$ cat src/rtl/osc_capture_ctrl.sv
// Capture sequencer for the two-channel scope path: decimates A/B samples into a
// circular RAM with pre-trigger depth, level/edge trigger and post-trigger fill.
module osc_capture_ctrl #(
    parameter int DATA_W = 12,
    parameter int ADDR_W = 10
) (
    input  logic                ad_clk,
    input  logic                sys_rst,
    input  logic                arm,
    input  logic                force_trig,
    input  logic                rd_ack,
    input  logic                trig_src,
    input  logic                trig_edge,
    input  logic [DATA_W-1:0]   trig_level,
    input  logic [15:0]         decim,
    input  logic [ADDR_W-1:0]   pretrig,
    input  logic [DATA_W-1:0]   adc_data_A,
    input  logic [DATA_W-1:0]   adc_data_B,
    output logic                ram_we,
    output logic [ADDR_W-1:0]   ram_waddr,
    output logic [2*DATA_W-1:0] ram_wdata,
    output logic                busy,
    output logic                done,
    output logic [ADDR_W-1:0]   trig_addr,
    output logic [ADDR_W-1:0]   start_addr
);
    typedef enum logic [2:0] {S_IDLE, S_PRE, S_WAIT, S_POST, S_DONE} state_t;

    state_t              r_state;
    logic                r_src, r_edge;
    logic [DATA_W-1:0]   r_level;
    logic [15:0]         r_decim, r_dcnt;
    logic [ADDR_W-1:0]   r_pretrig, r_wptr, r_cnt;
    logic [DATA_W-1:0]   r_prev;
    logic                r_prev_vld, r_fpend, r_last;
    logic                r_we;
    logic [ADDR_W-1:0]   r_waddr, r_trig_addr, r_start_addr;
    logic [2*DATA_W-1:0] r_wdata;

    logic              w_cap, w_sen, w_wr, w_edge, w_trig;
    logic [DATA_W-1:0] w_cur;
    logic [ADDR_W-1:0] w_post_n;

    assign w_cap    = (r_state == S_PRE) || (r_state == S_WAIT) || (r_state == S_POST);
    assign w_sen    = w_cap && (r_dcnt == r_decim);
    // r_last marks that the final sample is already in the write register
    assign w_wr     = w_sen && !r_last;
    assign w_cur    = r_src ? adc_data_B : adc_data_A;
    assign w_edge   = r_prev_vld && (r_edge ? (r_prev >= r_level && w_cur <  r_level)
                                            : (r_prev <  r_level && w_cur >= r_level));
    assign w_trig   = (r_state == S_WAIT) && w_wr && (r_fpend || force_trig || w_edge);
    assign w_post_n = ~r_pretrig;

    always_ff @(posedge ad_clk or posedge sys_rst) begin
        if (sys_rst) begin
            r_state      <= S_IDLE;
            r_src        <= 1'b0;
            r_edge       <= 1'b0;
            r_level      <= '0;
            r_decim      <= '0;
            r_dcnt       <= '0;
            r_pretrig    <= '0;
            r_wptr       <= '0;
            r_cnt        <= '0;
            r_prev       <= '0;
            r_prev_vld   <= 1'b0;
            r_fpend      <= 1'b0;
            r_last       <= 1'b0;
            r_we         <= 1'b0;
            r_waddr      <= '0;
            r_wdata      <= '0;
            r_trig_addr  <= '0;
            r_start_addr <= '0;
        end else if (arm) begin
            r_state      <= (pretrig == '0) ? S_WAIT : S_PRE;
            r_src        <= trig_src;
            r_edge       <= trig_edge;
            r_level      <= trig_level;
            r_decim      <= decim;
            r_pretrig    <= pretrig;
            r_dcnt       <= '0;
            r_wptr       <= '0;
            r_cnt        <= '0;
            r_prev_vld   <= 1'b0;
            r_fpend      <= 1'b0;
            r_last       <= 1'b0;
            r_we         <= 1'b0;
            r_trig_addr  <= '0;
            r_start_addr <= '0;
        end else begin
            r_we <= w_wr;
            if (w_wr) begin
                r_waddr <= r_wptr;
                r_wdata <= {adc_data_A, adc_data_B};
                r_wptr  <= r_wptr + 1'b1;
            end
            if (w_cap)
                r_dcnt <= w_sen ? 16'd0 : r_dcnt + 16'd1;

            case (r_state)
                S_PRE: if (w_wr) begin
                    if (r_cnt == r_pretrig - 1'b1) begin
                        r_cnt   <= '0;
                        r_state <= S_WAIT;
                    end else begin
                        r_cnt <= r_cnt + 1'b1;
                    end
                end
                S_WAIT: begin
                    if (force_trig)
                        r_fpend <= 1'b1;
                    if (w_wr) begin
                        r_prev     <= w_cur;
                        r_prev_vld <= 1'b1;
                    end
                    if (w_trig) begin
                        r_trig_addr  <= r_wptr;
                        r_start_addr <= r_wptr - r_pretrig;
                        r_cnt        <= '0;
                        r_last       <= (w_post_n == '0);
                        r_fpend      <= 1'b0;
                        r_state      <= S_POST;
                    end
                end
                S_POST: begin
                    // Leave one clock after the last write so done trails it
                    if (r_last) begin
                        r_state <= S_DONE;
                    end else if (w_wr) begin
                        r_cnt <= r_cnt + 1'b1;
                        if (r_cnt == w_post_n - 1'b1)
                            r_last <= 1'b1;
                    end
                end
                S_DONE: if (rd_ack) r_state <= S_IDLE;
                default: ;
            endcase
        end
    end

    assign ram_we     = r_we;
    assign ram_waddr  = r_waddr;
    assign ram_wdata  = r_wdata;
    assign busy       = w_cap;
    assign done       = (r_state == S_DONE);
    assign trig_addr  = r_trig_addr;
    assign start_addr = r_start_addr;
endmodule
$ cat config.mk
export PLATFORM = sky130hd
export DESIGN_NAME = osc_capture_ctrl
export DESIGN_NICKNAME = d
export VERILOG_FILES = /design/src/rtl/osc_capture_ctrl.sv
export SDC_FILE = /design/constraint.sdc
export NUM_CORES = 1
export LEC_CHECK = 0
export BUFFER_PORTS_ARGS = -buffer_cell sky130_fd_sc_hd__clkbuf_2
export CAP_MARGIN = 25
export CORE_UTILIZATION = 32
export DETAILED_ROUTE_END_ITERATION = 6
export PLACE_DENSITY = 0.53
export SETUP_SLACK_MARGIN = 0.4
export SLEW_MARGIN = 40
export SYNTH_ARGS = -nofsm -noshare
export SYNTH_HDL_FRONTEND = slang
export SYNTH_SLANG_ARGS = --single-unit
$ cat constraint.sdc
create_clock -name ad_clk -period 4.6 [get_ports ad_clk]
set_input_delay 0.69 -clock ad_clk [delete_from_list [all_inputs] [get_ports ad_clk]]
set_output_delay 0.69 -clock ad_clk [all_outputs]
set_load 0.01 [all_outputs]
# Yosys cells after proc, flatten, opt, wreduce, memory -nomap -nowiden

Cells that the tools add are included.

Latch bits: 0
ROM bits: 0
Memory bits (writable): 0
Flip-flop bits (word level): 149
Input port bits: 69
Word-level logic and storage cells: 116
Memories: 0
Output and inout bits: 57

Bitwise operators: 2
Add/subtract/negate cells: 6
Order comparisons: 4
Divide/modulo/power cells: 0
Equality and inequality tests: 14
Reduce and logical (&&, ||, !) cells: 30
Multiply operators: 0
Muxes and demuxes: 42
Shift-type cells: 0

Operators by type and width:

| operator              | count |
|---|---|
| $mux 10               | 14 |
| $mux 16               | 3 |
| $pmux 10 s3           | 1 |
| $ge 12x12->1          | 2 |
| $lt 12x12->1          | 2 |
| $add 10x1->10 const B | 2 |
| $eq 10x10->1          | 2 |
| $logic_not 10->1      | 2 |
| $sub 10x1->10 const B | 2 |
| $mux 3                | 6 |
| $ne 3x3->1 const B    | 6 |
| $add 16x1->16 const B | 1 |
| $eq 16x16->1          | 1 |
| $mux 1                | 14 |
| $mux 12               | 1 |
| $pmux 3 s4            | 1 |
| $not 10->10           | 1 |
| $reduce_and 2->1      | 5 |
| $sub 10x10->10        | 1 |
| $reduce_bool 2->1     | 4 |
| $logic_and 1x1->1     | 7 |
| $eq 3x2->1 const B    | 2 |
| $reduce_and 6->1      | 1 |
| $reduce_bool 3->1     | 2 |
| 12 further kinds      | 15 |

# Logic depth before layout (Yosys ltp)

Word-level depth: 10
Mapped depth: 12
Gate-level depth less buffers: 12

# Worst setup path after synthesis

No wires, ideal clock.

Path type: register to register
Start: reg r_src
End: reg r_trig_addr[1], in the netlist trig_addr[1]
Path slack: 1.594 ns
Required time: 4.479 ns
Arrival time: 2.885 ns
Stages on the path, launching flop included: 12
Path through: dfrtp_1 buf_1 mux2_2 ha_1 a21oi_1 o21ai_0 a41oi_1 o31a_1 o41ai_1 a31oi_1 buf_2 a22o_1

Longest elaborated chain between the ends: 9
Elaborated cells on any way between the ends: 11
Classes of those cells: order compare (2); mux (2); reduce/logical (7)

Ends and longest elaborated chain:

| element                                      | line   | RTL |
|---|---|---|
| start: declaration                           | 30     | `logic r_src, r_edge;` |
| start signal: assignment                     | 76     | `r_src <= trig_src;` |
| $mux 12 (*)                                  | 48     | `assign w_cur = r_src ? adc_data_B : adc_data_A;` |
| via w_cur[1]                                 | 41     | `logic [DATA_W-1:0] w_cur;` |
| $ge 12x12->1 or $lt 12x12->1 (tied branches) | 50, 49 |  |
| $logic_and 1x1->1, on equally long branches  | 50, 49 |  |
| $mux 1 (*)                                   | 49     | `assign w_edge = r_prev_vld && (r_edge ? (r_prev >= r_level && w_cur < r_level)` |
| $logic_and 1x1->1 (*)                        | 49     |  |
| $logic_or 1x1->1 (*)                         | 51     | `assign w_trig = (r_state == S_WAIT) && w_wr && (r_fpend \|\| force_trig \|\| w_edge);` |
| $logic_and 1x1->1 (*)                        | 51     |  |
| $reduce_bool 2->1 (no line) (*)              | -      |  |
| $reduce_and 2->1 (no line) (*)               | -      |  |
| end signal: assignment                       | 117    | `r_trig_addr <= r_wptr;` |
| end: declaration                             | 37     | `logic [ADDR_W-1:0] r_waddr, r_trig_addr, r_start_addr;` |

Mark *: on every way through the listed nets, which the timed path passes. The rest lies on a longest branch.
A chain may end at the register's enable or synchronous reset.

# Worst setup path in the final report

Start: reg r_src
End: reg r_trig_addr[8], in the netlist trig_addr[8]

The elaborated chain is that of the path after synthesis.

==> results.sh <==
export IMPL_synth_area_mux_share=0.114
export IMPL_cts_max_level=4
export IMPL_cts_root_buf="clkbuf_16"
export IMPL_switchingPower_uw=898
export IMPL_min_period_ns=3.32
export IMPL_initial_core_util=0.329
export IMPL_hold_class="in -> async"
export IMPL_cp_slowest_cell="dfrtp_1"
export IMPL_grt_setup_unrepaired="false"
export IMPL_rr_endpoint="trig_addr[8]"
export IMPL_critPathBufInv=1
export IMPL_antenna_found_initial=0
export IMPL_place_congestion=0.803
export IMPL_die_x_um=161
export IMPL_synth_compound_area_frac=0.108
export IMPL_cts_buffers=17
export IMPL_grt_ovfl_total=0
export IMPL_layout_common_cells="dfrtp_1, clkbuf_2, mux2_2"
export IMPL_post_drt_wl_per_cell_um=15.9
export IMPL_yosysWarnings=0
export IMPL_cts_tree="done"
export IMPL_vdd_drop_max_v=0.000201
export IMPL_critPathMaxStageDelay_ns=0.70
export IMPL_viasPerCell=4.93
export IMPL_power_leakage_nw=4.60
export IMPL_grt_max_degree=70
export IMPL_final_area_um2=9700
export IMPL_cp_start_kind="register"
export IMPL_power_frac_clock=0.424
export IMPL_seq_power_share=0.440
export IMPL_r2r_start="r_src"
export IMPL_syn2layout_area_growth_pct=19.7
export IMPL_setup_viol=0
export IMPL_num_io_pins=126
export IMPL_worst_slew_pin_slew_ns=0.752
export IMPL_pwr_share_comb=0.136
export IMPL_power_switching_share=0.273
export IMPL_antenna_diode_count=0
export IMPL_synth_seq_area_share=0.460
export IMPL_drive_gt1_frac=0.280
export IMPL_ant_nets=0
export IMPL_setup_tns_ns=0
export IMPL_cp_data_required_time_ns=4.91
export IMPL_path_max_fanout=21
export IMPL_cp_top_family="compound AO/OA/AOI/OAI gates"
export IMPL_hpwl_um=14300
export IMPL_placed_cell_area_um2=9120
export IMPL_power_density_nw_per_um2=339
export IMPL_nets=994
export IMPL_cts_reportedPaths_clkPinSlew_ns=0.06
export IMPL_finalHoldViolCount=0
export IMPL_rows=57
export IMPL_die_y_um=161
export IMPL_crit_type="reg -> reg"
export IMPL_outcome="complete, no violations"
export IMPL_layout_commonest_cell="dfrtp_1"
export IMPL_synth_area_um2=8110
export IMPL_hold_ws_ns=0.211
export IMPL_synth_top_family_by_area="simple AND/OR/NAND/NOR gates"
export IMPL_power_mw=3.29
export IMPL_synthArstFlopShare=1.00
export IMPL_fp_coreArea_um2=24600
export IMPL_crit_arrival_ns=3.63
export IMPL_synth_adder_area_share=0.0627
export IMPL_synth_ff_type="dfrtp_1"
export IMPL_netlist_instances=763
export IMPL_num_vias=6016
export IMPL_syn_area_per_cell_um2=10.6
export IMPL_relSlewSlack=0.496
export IMPL_cts_resized=0
export IMPL_path_cells="mux2_2 -> ha_1 -> nand2_1 -> o21ai_0 -> a41oi_1 -> o31a_1 -> o41ai_1 -> a31oi_2 -> buf_4 -> a22o_1"
export IMPL_synth_edf_count=0
export IMPL_postCtsSetupBuffers=0
export IMPL_synth_xor_area_frac=0.0681
export IMPL_slew_viol_final=0
export IMPL_routed_wl_um=19400
export IMPL_maxCapViolCount=0
export IMPL_hold_buffers=0
export IMPL_clock_latency_ns=0.43
export IMPL_synth_cell_type_count=66
export IMPL_reg2reg_slack_ns=1.28
export IMPL_ff2ff_path_depth=10
export IMPL_cts_buffer_depth=2
export IMPL_ys_seq_elements=149
export IMPL_portBuffers=125
export IMPL_clkSinkCount=149
export IMPL_die_area_um2=26000
export IMPL_dr_pass1_iters=4
export IMPL_yosys_area_share_simple=0.155
export IMPL_drc_errors=0
export IMPL_cp_end_kind="register"
export IMPL_fin_crit_sh=0.722
export IMPL_synth_nets=872
export IMPL_fmax_ghz=0.301
export IMPL_drt_iter0_markers=266
export IMPL_grt_pass1_vias=6071
export IMPL_power_internal_mw=2.39
export IMPL_track_usage=0.158
export IMPL_fin_worst_skew_ns=0.0103
export IMPL_grt_first_pass_wirelength_um=32400
-- Yosys cell counts (all sizes together), types with 3 or more instances --
| library cell | n | share of area |
|---|---|---|
| xnor2 | 20 | 0.022 |
| o31ai | 4 | 0.0043 |
| o21bai | 3 | 0.0042 |
| nor3 | 20 | 0.014 |
| nor4b | 3 | 0.0032 |
| nand4 | 19 | 0.015 |
| ha | 39 | 0.060 |
| a21o | 5 | 0.0046 |
| nor4 | 8 | 0.0099 |
| xor2 | 43 | 0.046 |
| nand2 | 58 | 0.028 |
| a22oi | 4 | 0.0037 |
| o211ai | 3 | 0.0028 |
| mux2i | 4 | 0.0049 |
| and4 | 4 | 0.0043 |
| buf | 12 | 0.0086 |
| nand3 | 28 | 0.017 |
| a31oi | 4 | 0.0031 |
| clkbuf | 17 | 0.0079 |
| or3 | 3 | 0.0023 |
| dfrtp | 149 | 0.46 |
| nor2b | 6 | 0.0046 |
| nand2b | 16 | 0.012 |
| mux2 | 76 | 0.11 |
| inv | 35 | 0.016 |
| and2 | 5 | 0.0039 |
| nor2 | 48 | 0.023 |
| a21oi | 28 | 0.017 |
| o21ai | 40 | 0.025 |
| and3 | 12 | 0.0093 |
| a22o | 19 | 0.021 |
-- worst reg2reg max path: cells and delay by family (launching register included) --
family | cells | cell delay, ns
AO/OA/AOI/OAI | 6 | 1.47
adder cells (fa/ha/maj) | 1 | 0.31
buffers and inverters | 1 | 0.24
flip-flops | 1 | 0.70
multiplexers | 1 | 0.42
AND/OR/NAND/NOR | 1 | 0.06
-- state kept, by name (all words and copies together) (netlist names), 3 cells and up --
| register | count |
|---|---|
| r_decim | 16 |
| r_wptr | 10 |
| ram_wdata | 24 |
| r_state | 3 |
| r_prev | 12 |
| ram_waddr | 10 |
| r_pretrig | 10 |
| start_addr | 10 |
| r_dcnt | 16 |
| r_cnt | 10 |
| trig_addr | 10 |
| r_level | 12 |
-- cell type report --
type | instances | area, um2
clock buffers | 19 | 453
clock inverters | 11 | 126
fillers | 2425 | 14900
inverters | 35 | 135
multi-input cells | 550 | 4120
flip-flops and latches | 149 | 3730
well taps | 324 | 405
repair buffers | 132 | 733
-- metal layers --
metal | global-route usage | up-vias | wire [um]
met3 | 0.0413 | 13 | 987
met1 | 0.215 | 2910 | 9240
li1 | - | 2968 | -
met2 | 0.249 | 125 | 8990
met4 | 0.0364 | 0 | 161
met5 | 0 | - | 0
-- cell families after synthesis --
kind of cell	after synthesis
simple gates	237
fa+ha+maj	40
buf+inv	64
xor+xnor	63
flops	149
compound gates	130
mux	80
-- through the flow --
stage	setup slack (ns)	util	std cells
finish	1.28	0.394	1220
global route	1.02	0.394	1220
CTS	1.20	0.394	1220
detailed placement	1.22	0.371	1190
global placement	1.34	0.368	1188
floorplan	1.59	-	763
-- power by group through the flow --
stage,clock network (mW),logic (mW),registers (mW)
2_1_floorplan,0,0.337,1.43
3_3_place_gp,0,0.442,1.47
3_5_place_dp,0,0.453,1.47
4_1_cts,1.44,0.455,1.45
5_1_grt,1.49,0.507,1.45
6_report,1.39,0.446,1.45
-- worst max path at each step --
stage / from / to / slack [ns] / cells past startpoint
6_report: r_src / trig_addr[8] / 1.28 / 10
2_1_floorplan: r_src / trig_addr[1] / 1.59 / 11
4_1_cts: r_src / r_cnt[6] / 1.20 / 9
3_3_place_gp: r_src / start_addr[8] / 1.34 / 10
3_5_place_dp: r_src / r_cnt[6] / 1.22 / 9
5_1_grt: r_src / r_cnt[0] / 1.02 / 9
Power figures use the tool's default switching activity.
